==> src/rtl/prime_pkg.sv <==
// Shared types and sizing helpers for the prime tester.
// No logic: FSM state encoding, trial-divisor width, constant-time trip count.
// No flow control here; consumers size their datapaths from these functions.
package prime_pkg;

   typedef enum logic [2:0] {
      S_IDLE  = 3'd0,
      S_CHECK = 3'd1,
      S_DIV   = 3'd2,
      S_NEXT  = 3'd3,
      S_DONE  = 3'd4
   } state_t;

   // Trial divisor width: one bit above half the candidate width, so the
   // divisor following the last useful one still fits.
   function automatic int d_width(input int width);
      return width / 2 + 1;
   endfunction

   // Number of odd divisors 3, 5, ... 2^(width/2)-1 swept in constant-time mode.
   function automatic int ct_iters(input int width);
      return (1 << (width / 2 - 1)) - 1;
   endfunction

endpackage

==> src/rtl/seq_mod.sv <==
// Sequential restoring remainder: rem = dividend mod divisor.
// Latency: WIDTH cycles after the go edge; done is high in the cycle whose edge performs the last step.
// No backpressure: go restarts unconditionally; divisor must stay stable while running.
// Ports: clk, rst_n (async, active-low), go (load pulse), dividend, divisor, done, rem.
module seq_mod
   import prime_pkg::*;
#(
   parameter int WIDTH = 8,
   parameter int DW    = d_width(WIDTH)
) (
   input  logic             clk,
   input  logic             rst_n,
   input  logic             go,
   input  logic [WIDTH-1:0] dividend,
   input  logic [DW-1:0]    divisor,
   output logic             done,
   output logic [WIDTH-1:0] rem
);

   localparam int CW = $clog2(WIDTH + 1);

   logic [WIDTH-1:0] q;
   logic [WIDTH-1:0] r;
   logic [WIDTH-1:0] r_nxt;
   logic [WIDTH-1:0] dvs;
   logic [WIDTH:0]   shifted;
   logic [CW-1:0]    cnt;

   // One restoring step: bring in the next dividend bit, subtract if it fits.
   // The true result is below the divisor, so a WIDTH-bit subtract is exact.
   always_comb begin
      dvs     = WIDTH'(divisor);
      shifted = {r, q[WIDTH-1]};
      r_nxt   = shifted[WIDTH-1:0];
      if (shifted >= {1'b0, dvs}) begin
         r_nxt = shifted[WIDTH-1:0] - dvs;
      end
   end

   always_ff @(posedge clk or negedge rst_n) begin
      if (!rst_n) begin
         q   <= '0;
         r   <= '0;
         cnt <= '0;
      end else if (go) begin
         q   <= dividend;
         r   <= '0;
         cnt <= CW'(WIDTH);
      end else if (cnt != '0) begin
         q   <= {q[WIDTH-2:0], 1'b0};
         r   <= r_nxt;
         cnt <= cnt - CW'(1);
      end
   end

   assign done = (cnt == CW'(1));
   assign rem  = r;

endmodule

==> src/rtl/prime_tester.sv <==
// Trial-division primality tester reporting the smallest nontrivial factor.
// Latency: 2 cycles for trivial cases, else 2 + k*(WIDTH+1); fixed 2 + ct_iters*(WIDTH+1) with PRIME_TESTER_CONST_TIME_EN.
// No backpressure: start is only sampled in IDLE/DONE and ignored while busy.
// Ports: clk, rst_n (async, active-low), start/num request, busy, finish (DONE pulse), is_prime, factor.
// Build option: define PRIME_TESTER_CONST_TIME_EN for data-independent latency.
module prime_tester
   import prime_pkg::*;
#(
   parameter int WIDTH = 8
) (
   input  logic             clk,
   input  logic             rst_n,
   input  logic             start,
   input  logic [WIDTH-1:0] num,
   output logic             busy,
   output logic             finish,
   output logic             is_prime,
   output logic [WIDTH-1:0] factor
);

   localparam int DW = d_width(WIDTH);
`ifdef PRIME_TESTER_CONST_TIME_EN
   localparam logic [DW-1:0] D_MAX = DW'(2 * ct_iters(WIDTH) + 1);
`endif

   state_t           state, state_nxt;
   logic [WIDTH-1:0] num_q;
   logic [DW-1:0]    d, d_nxt, d_step;
   logic [WIDTH+1:0] dsq, dsq_nxt, dsq_step;
   logic [WIDTH-1:0] fac_nxt;
   logic [WIDTH-1:0] rem;
   logic             go, accept, div_done, prime_nxt;

   seq_mod #(.WIDTH(WIDTH), .DW(DW)) u_mod (
      .clk      (clk),
      .rst_n    (rst_n),
      .go       (go),
      .dividend (num_q),
      .divisor  (d),
      .done     (div_done),
      .rem      (rem)
   );

   always_ff @(posedge clk or negedge rst_n) begin
      if (!rst_n) state <= S_IDLE;
      else        state <= state_nxt;
   end

   always_comb begin
      state_nxt = state;
      go        = 1'b0;
      accept    = 1'b0;
      d_nxt     = d;
      dsq_nxt   = dsq;
      fac_nxt   = factor;
      prime_nxt = is_prime;
      // (d+2)^2 = d^2 + 4d + 4 keeps the square without a multiplier.
      d_step    = d + DW'(2);
      dsq_step  = dsq + (WIDTH+2)'({d, 2'b00}) + (WIDTH+2)'(4);
      case (state)
         S_IDLE, S_DONE: begin
            state_nxt = S_IDLE;
            if (start) begin
               state_nxt = S_CHECK;
               accept    = 1'b1;
               d_nxt     = DW'(3);
               dsq_nxt   = (WIDTH+2)'(9);
               fac_nxt   = '0;
               prime_nxt = 1'b0;
            end
         end
         S_CHECK: begin
            if (!num_q[0] && num_q > WIDTH'(2)) fac_nxt = WIDTH'(2);
`ifdef PRIME_TESTER_CONST_TIME_EN
            state_nxt = S_DIV;
            go        = 1'b1;
`else
            // Below 9 no odd divisor can have d*d <= num.
            if (!num_q[0] || num_q < WIDTH'(9)) begin
               state_nxt = S_DONE;
            end else begin
               state_nxt = S_DIV;
               go        = 1'b1;
            end
`endif
         end
         S_DIV: begin
            if (div_done) state_nxt = S_NEXT;
         end
         S_NEXT: begin
            // The d*d gate keeps num itself (or a cofactor) from being reported.
            if (rem == '0 && dsq <= {2'b00, num_q} && factor == '0) fac_nxt = WIDTH'(d);
            d_nxt   = d_step;
            dsq_nxt = dsq_step;
`ifdef PRIME_TESTER_CONST_TIME_EN
            if (d == D_MAX) begin
               state_nxt = S_DONE;
            end else begin
               state_nxt = S_DIV;
               go        = 1'b1;
            end
`else
            if (fac_nxt != '0 || dsq_step > {2'b00, num_q}) begin
               state_nxt = S_DONE;
            end else begin
               state_nxt = S_DIV;
               go        = 1'b1;
            end
`endif
         end
         default: state_nxt = S_IDLE;
      endcase
      if (state_nxt == S_DONE) prime_nxt = (fac_nxt == '0) && (num_q >= WIDTH'(2));
   end

   always_ff @(posedge clk or negedge rst_n) begin
      if (!rst_n) begin
         num_q    <= '0;
         d        <= '0;
         dsq      <= '0;
         factor   <= '0;
         is_prime <= 1'b0;
      end else begin
         if (accept) num_q <= num;
         d        <= d_nxt;
         dsq      <= dsq_nxt;
         factor   <= fac_nxt;
         is_prime <= prime_nxt;
      end
   end

   assign busy   = (state != S_IDLE) && (state != S_DONE);
   assign finish = (state == S_DONE);

endmodule
==> config.mk <==
export PLATFORM = sky130hd
export DESIGN_NAME = prime_tester
export DESIGN_NICKNAME = d
export VERILOG_FILES = /design/src/rtl/prime_pkg.sv /design/src/rtl/seq_mod.sv /design/src/rtl/prime_tester.sv
export SDC_FILE = /design/constraint.sdc
export NUM_CORES = 1
export LEC_CHECK = 0
export CAP_MARGIN = 0
export CORE_MARGIN = 4
export CORE_UTILIZATION = 59
export CTS_CLUSTER_DIAMETER = 200
export DETAILED_ROUTE_END_ITERATION = 7
export PLACE_DENSITY = 0.8
export SKIP_CTS_REPAIR_TIMING = 1
export SLEW_MARGIN = 20
export SYNTH_ARGS = -nofsm -noshare
export SYNTH_HDL_FRONTEND = slang
export SYNTH_SLANG_ARGS = --single-unit
export TNS_END_PERCENT = 30
==> constraint.sdc <==
create_clock -name clk -period 4.3 [get_ports clk]
set_input_delay 1.075 -clock clk [delete_from_list [all_inputs] [get_ports clk]]
set_output_delay 1.075 -clock clk [all_outputs]
set_load 0.01 [all_outputs]
==> metrics <==
result of the run completed; aggregate negative setup slack 0 ns; cell area after synthesis 3310 um^2; slew at the pin closest to its max-slew limit 0.924 ns; remaining max-slew budget at the tightest pin 0.382; cell total after placement 424; First DRT Iteration DRCs 161; Async SR Flop Fraction 1.00; TritonCTS clock tree yes; fin cells 432; effective utilization at floorplan 0.606; routability congestion estimate 0.899; Post-Layout Inst Area 3700 um^2; Core Region 5470 um^2; Most used DFF post-synth sky130_fd_sc_hd__dfrtp_1; total power density per cell area 708 nW/um^2; area after detailed placement 3590 um^2; final count of negative-setup-slack endpoints 0; proportion of layout cells with a drive suffix above 1 0.0500; drt drc 0; FMAX 0.249 GHz; total count of hold-check failures in the final report 0; post-synthesis net count 381; Skew-Pair Late Insertion Delay 0.31 ns; DR vias 2743; CP Max Fanout 8; endpoint type of the worst setup path register; Setup Skew 0.0111 ns; setup repair after global routing missed its margin no; global router's overall resource usage 0.225; chip height 83.0 um; initial antenna violation count 0; critical path launch point type register; vias in the first global route 2724; detailed placement HPWL 5.51 mm; path type of the worst min-delay path register to register; post-DR vias/cell 6.35; CP arrival 4.25 ns; clock buffer depth 2; Cells after Synth 337; Port-buffer cells 21; number of search-and-repair iterations in the first detailed-routing pass 4; total gr overflow 0; number of warnings reported in the yosys synthesis log 0; drt total wl 7.36 mm; largest net degree at the start of global routing 31; number of buffers created by CTS 5; layout overhead on the synthesized area 11.7%; wire length of the first global-routing pass 12.9 mm; required time of the critical path 4.53 ns; full die area 6880 um^2; highest ir drop seen on vdd 344 uV; clock-pin slew reported for the worst setup and hold paths after clock tree synthesis 0.10 ns; flip-flop and latch count after synthesis 54; H-tree lvl count 2; average detailed-routed wire length per instance 17.0 um; diode insertion count for antenna repair 0; final worst path period share 0.935; number of enable-type register cells in the synthesized netlist 0; start-to-end type of the worst setup path register to register; number of nets still failing antenna checks after routing 0; number of cell rows 27; Die Width 83.0 um; post-synthesis area per instance 9.84 um^2; Seq/Total Area, Yosys 0.408; Post-layout nets 403; smallest hold slack 0.460 ns; final period demand of the worst path 4.02 ns; maxcap violations 0; Root Driver sky130_fd_sc_hd__clkbuf_8; number of sinks driven by the clock tree 54; top-level I/O count 22; leakage dissipation 1.75 nW; distinct cell type count after synthesis 54; max-slew violations 0
[metal layers]
| layer | share of wire | global-route usage |
|---|---|---|
| met4 | 0.015 | 0.0594 |
| met1 | 0.44 | 0.301 |
| met5 | 0 | 0 |
| met3 | 0.055 | 0.0337 |
| met2 | 0.49 | 0.384 |
[stage by stage]
step                       util  setup WS, ns  power (W)
final                     0.676         0.278    0.00262
after global routing      0.676        0.0439    0.00285
after CTS                 0.676         0.267    0.00262
after detailed placement  0.656         0.328    0.00226
after global placement    0.656         0.447    0.00220
after floorplan               -         0.666    0.00190
[power by group]
part	switching [W]	internal, W
logic	0.000773	0.000654
clock network	0.000165	0.000174
registers	0.000181	0.000677
[cells in the final DEF (no fill, tap or decap), types with 8 or more instances in the layout]
master and count:
sky130_fd_sc_hd__o21ai_0 16, sky130_fd_sc_hd__a21oi_1 20, sky130_fd_sc_hd__ha_1 31, sky130_fd_sc_hd__a211oi_1 11
sky130_fd_sc_hd__dfrtp_1 54, sky130_fd_sc_hd__inv_1 23, sky130_fd_sc_hd__clkdlybuf4s50_1 20, sky130_fd_sc_hd__nand2_1 25
sky130_fd_sc_hd__xnor2_1 8, sky130_fd_sc_hd__nor2_1 24, sky130_fd_sc_hd__mux2i_1 15
[cells in the mapped netlist, types with 2 or more instances]
cell | number | area [um^2]
sky130_fd_sc_hd__fa_1 | 2 | 40.0
sky130_fd_sc_hd__inv_1 | 23 | 86.3
sky130_fd_sc_hd__nand4_1 | 6 | 37.5
sky130_fd_sc_hd__a211o_1 | 3 | 26.3
sky130_fd_sc_hd__mux2_2 | 3 | 33.8
sky130_fd_sc_hd__mux2_1 | 2 | 22.5
sky130_fd_sc_hd__nor2_1 | 24 | 90.1
sky130_fd_sc_hd__ha_1 | 31 | 388
sky130_fd_sc_hd__or3_1 | 2 | 12.5
sky130_fd_sc_hd__nand3_1 | 4 | 20.0
sky130_fd_sc_hd__o21ai_0 | 16 | 80.1
sky130_fd_sc_hd__a221o_1 | 2 | 20.0
sky130_fd_sc_hd__nor2b_1 | 5 | 31.3
sky130_fd_sc_hd__xnor2_1 | 8 | 70.1
sky130_fd_sc_hd__o211ai_1 | 3 | 22.5
sky130_fd_sc_hd__a21oi_1 | 20 | 100
sky130_fd_sc_hd__a211oi_1 | 11 | 82.6
sky130_fd_sc_hd__nand2_1 | 25 | 93.8
sky130_fd_sc_hd__nand2b_1 | 4 | 25.0
sky130_fd_sc_hd__nand4b_1 | 2 | 17.5
sky130_fd_sc_hd__mux2i_1 | 15 | 150
sky130_fd_sc_hd__a2111oi_0 | 2 | 17.5
sky130_fd_sc_hd__a21o_1 | 4 | 30.0
sky130_fd_sc_hd__a22o_1 | 7 | 61.3
sky130_fd_sc_hd__o21a_1 | 3 | 22.5
sky130_fd_sc_hd__and2_1 | 7 | 43.8
sky130_fd_sc_hd__dfrtp_1 | 54 | 1350
sky130_fd_sc_hd__clkbuf_1 | 7 | 26.3
sky130_fd_sc_hd__and3_1 | 4 | 25.0
sky130_fd_sc_hd__o22ai_1 | 2 | 12.5
sky130_fd_sc_hd__xor2_1 | 4 | 35.0
sky130_fd_sc_hd__nor4_1 | 7 | 43.8
sky130_fd_sc_hd__nor3_1 | 4 | 20.0
[kinds of logic (layout without fill, tap and decap cells)]
family | Yosys count | after routing | synth area share
adder cells (fa/ha/maj) | 33 | 33 | 0.129
XOR/XNOR | 12 | 12 | 0.0317
AO/OA/AOI/OAI | 80 | 80 | 0.161
AND/OR/NAND/NOR | 105 | 105 | 0.168
flip-flops | 54 | 54 | 0.408
multiplexers | 20 | 20 | 0.0623
buffers and inverters | 33 | 56 | 0.0404
[registers in the layout, summed over array words and instances (netlist names)]
| name | cells |
|---|---|
| is_prime | 1 |
| u_mod.q | 8 |
| num_q | 8 |
| dsq | 9 |
| d | 5 |
| u_mod.rem | 8 |
| state | 3 |
| factor | 8 |
| u_mod.cnt | 4 |
[critical path: stages (launching register included)]
cell,delay [ns]
sky130_fd_sc_hd__dfrtp_1,0.49
sky130_fd_sc_hd__ha_1,0.34
sky130_fd_sc_hd__ha_1,0.25
sky130_fd_sc_hd__fa_1,0.42
sky130_fd_sc_hd__a21o_1,0.18
sky130_fd_sc_hd__a21oi_1,0.18
sky130_fd_sc_hd__xnor2_1,0.17
sky130_fd_sc_hd__ha_1,0.28
sky130_fd_sc_hd__o21a_1,0.11
sky130_fd_sc_hd__o22ai_1,0.12
sky130_fd_sc_hd__a31oi_1,0.06
sky130_fd_sc_hd__or3_1,0.32
sky130_fd_sc_hd__o31a_1,0.28
sky130_fd_sc_hd__nor2_2,0.30
sky130_fd_sc_hd__buf_4,0.23
sky130_fd_sc_hd__mux2i_1,0.20
[final timing paths]
kind | startpoint | end | slack (ns) | depth (start not counted)
max | d[1] | u_mod.q[6] | 0.28 | 15
min | dsq[0] | dsq[0] | 0.46 | 2
max reg2reg | d[1] | u_mod.q[6] | 0.28 | 15
min reg2reg | dsq[0] | dsq[0] | 0.46 | 2
max in group asynchronous | rst_n | num_q[7] | 2.74 | 2
min in group asynchronous | rst_n | u_mod.rem[7] | 0.75 | 1
[area by class of cell]
cell class                      count  area (um^2)
Fill cell                         443         1770
Inverter                           23         86.3
Timing Repair Buffer               25          235
Sequential cell                    54         1350
Clock buffer                        6         72.6
Clock inverter                      2         37.5
Tap cell                           72         90.1
Multi-Input combinational cell    250         1830
No activity file was read; power rests on OpenSTA's default activity.
==> RTL change, RTL diff (config.mk and constraints unchanged) <==
Re-encode `state_t` (5 states) as one-hot, 5 bits wide.
--- a/src/rtl/prime_pkg.sv
+++ b/src/rtl/prime_pkg.sv
@@ -5,8 +5,8 @@
 
-   typedef enum logic [2:0] {
-      S_IDLE  = 3'd0,
-      S_CHECK = 3'd1,
-      S_DIV   = 3'd2,
-      S_NEXT  = 3'd3,
-      S_DONE  = 3'd4
+   typedef enum logic [4:0] {
+      S_IDLE  = 5'b00001,
+      S_CHECK = 5'b00010,
+      S_DIV   = 5'b00100,
+      S_NEXT  = 5'b01000,
+      S_DONE  = 5'b10000
    } state_t;
Function: same outputs for any inputs over 10 cycles, from zero or initial values and one cycle with rst_n low; not proved beyond that.
==> RTL change against the unedited design <==
  * Cell area increased by 1.1%
  * Sequential cell count is 2 higher
  * Utilization decreased by 0.080 points
  * Setup slack better by 0.28 ns
  * First-iteration DRC count down 14%
  * Global-route usage fell by 0.60 points
  * Area after synthesis is 2.3% higher
  * Count of clock-buffer cells in the layout shrank 1
  * Clock skew is 0.0047 ns lower
  * Routed wire length grew 1.3%
  * Total power down 21%
  * Largest cell class unchanged
==> RTL change: results (changes against the unedited design) <==
[synth]
async_reset_ff_share_pct=100  ; unchanged
dominant_cells_by_area_after_synthesis=sky130_fd_sc_hd__dfrtp_1 (41%), sky130_fd_sc_hd__ha_1 (11%), sky130_fd_sc_hd__nand2_1 (4.9%), sky130_fd_sc_hd__nor2_1 (3.8%), sky130_fd_sc_hd__a21oi_1 (2.8%)  ; was sky130_fd_sc_hd__dfrtp_1 (41%), sky130_fd_sc_hd__ha_1 (12%), sky130_fd_sc_hd__mux2i_1 (4.5%), sky130_fd_sc_hd__a21oi_1 (3.0%), sky130_fd_sc_hd__nand2_1 (2.8%)
syn-num-nets=406  ; was 381
synth_sequential_area_ratio_pct=41.4  ; was 40.8%
yosys-top-cells-count=sky130_fd_sc_hd__dfrtp_1 (55), sky130_fd_sc_hd__nand2_1 (44), sky130_fd_sc_hd__nor2_1 (34)  ; was sky130_fd_sc_hd__dfrtp_1 (54), sky130_fd_sc_hd__ha_1 (31), sky130_fd_sc_hd__nand2_1 (25)

[power]
combPwrFrac_pct=46.4  ; was 54.4%
max_ir_drop_vdd_uv=258  ; was 344 uV
power_switching_mw=0.867  ; was 1.12 mW
sw_frac_of_total_pct=41.6  ; was 42.6%
leakagePower_nw=1.83  ; was 1.75 nW
seq_power_share_pct=39.3  ; was 32.7%

[worst_hold_path]
min_to=dsq[0]  ; unchanged

[cts]
cts.clk_slew.worst_paths_ns=0.10  ; about the same
htree_num_levels=2  ; unchanged
clock_latency_ns=0.32
cts_inserted_buffers=5  ; unchanged

[worst_setup_path]
critical_path_peak_fanout=17  ; was 8
max_stage_delay_on_crit_path_ns=0.50
r2r_start=d[1]  ; unchanged
reg2reg_end=u_mod.q[1]  ; was u_mod.q[6]
crit_arrival_ns=3.94  ; was 4.25 ns
cpLargestDelayFamily=adder cells  ; unchanged
r2r_slack_ns=0.56  ; was 0.28 ns

[detailed_routing]
num_vias=2742  ; was 2,743
ant_nets=0  ; unchanged
drt_first_iter_violations=139  ; was 161
drt_first_pass_iters=5  ; was 4
detail_route.wirelength_microns=7450  ; was 7360 microns

[grt]
wire_length_of_the_first_global_routing_pass_microns=12500  ; was 12,900 microns
grt_start_max_net_pins=32  ; was 31
global_route.usage.total_pct=21.9  ; was 22.5%
vias_in_the_first_global_route=2619  ; was 2,724
grt_antenna_before_repair=0  ; unchanged

[timing]
timing_worst_slew_pin_value_ns=0.949  ; was 0.924 ns
clock_skews_ns=0.00644  ; was 0.0111 ns
finalCriticalPeriod_ns=3.74  ; was 4.02 ns

[finish]
final_layout_size_suffix_gt1_share_pct=5.45  ; was 5.00%
num-fill-cells=454  ; was 443
antenna_cells_inserted=0  ; unchanged
fin_nets=428  ; was 403

[outcome]
outcome=complete, no violations  ; unchanged

[placed_design]
dp_hpwl_microns=5700  ; was 5510 microns
place.gp.congestion=0.952  ; was 0.899
dp_slack_ns=0.638  ; was 0.328 ns

## RTL change: cell types whose count changed after synthesis, sizes merged, moves of 4 or more
cell | unedited run | this run
nor2 | 25 | 35
mux2 | 5 | 0
nand2 | 25 | 44
nand4 | 6 | 2
mux2i | 15 | 9
nor3 | 4 | 9
nand3 | 4 | 11
## RTL change: worst max path at each step
stage / startpoint / endpoint / slack, ns / cells past startpoint
final: d[1] / u_mod.q[1] / 0.56 / 15
after global routing: d[1] / u_mod.q[1] / 0.33 / 15
after CTS: d[1] / u_mod.q[1] / 0.61 / 15
after detailed placement: d[1] / u_mod.q[1] / 0.64 / 15
after global placement: d[1] / u_mod.q[3] / 0.82 / 14
after floorplan: d[1] / u_mod.rem[1] / 0.98 / 14
## RTL change: layout make-up
cell class,count,area share [%]
Clock inverter,3,0.568
Clock buffer,5,1.84
Inverter,25,2.51
Sequential cell,56,37.5
Tap cell,72,2.41
Timing Repair Buffer,25,6.28
Multi-Input combinational cell,271,48.9
## RTL change: cells by family after synthesis
kind of cell,synth area share (%)
DFF,41.4
adders and majority gates,12.6
muxes,2.66
buffers and inverters,4.65
and+or+nand+nor,19.0
AOI/OAI and AO/OA,16.9
xor gates and xnor gates,2.84
## RTL change: metrics by stage
| stage | hold slack [ns] | area (sq um) | instances |
|---|---|---|---|
| finish | 0.478 | 3740 | 457 |
| global placement | 0.446 | 3650 | 449 |
| floorplan | 0.418 | 3390 | 362 |
| global route | 0.521 | 3740 | 457 |
| CTS | 0.483 | 3740 | 457 |
| detailed placement | 0.458 | 3650 | 449 |
## RTL change: per-layer routing
| layer | global-route usage [%] | wire length [microns] |
|---|---|---|
| met1 | 30.1 | 3400 |
| met5 | 0 | 0 |
| met2 | 35.5 | 3490 |
| met3 | 3.95 | 470 |
| met4 | 6.58 | 93 |
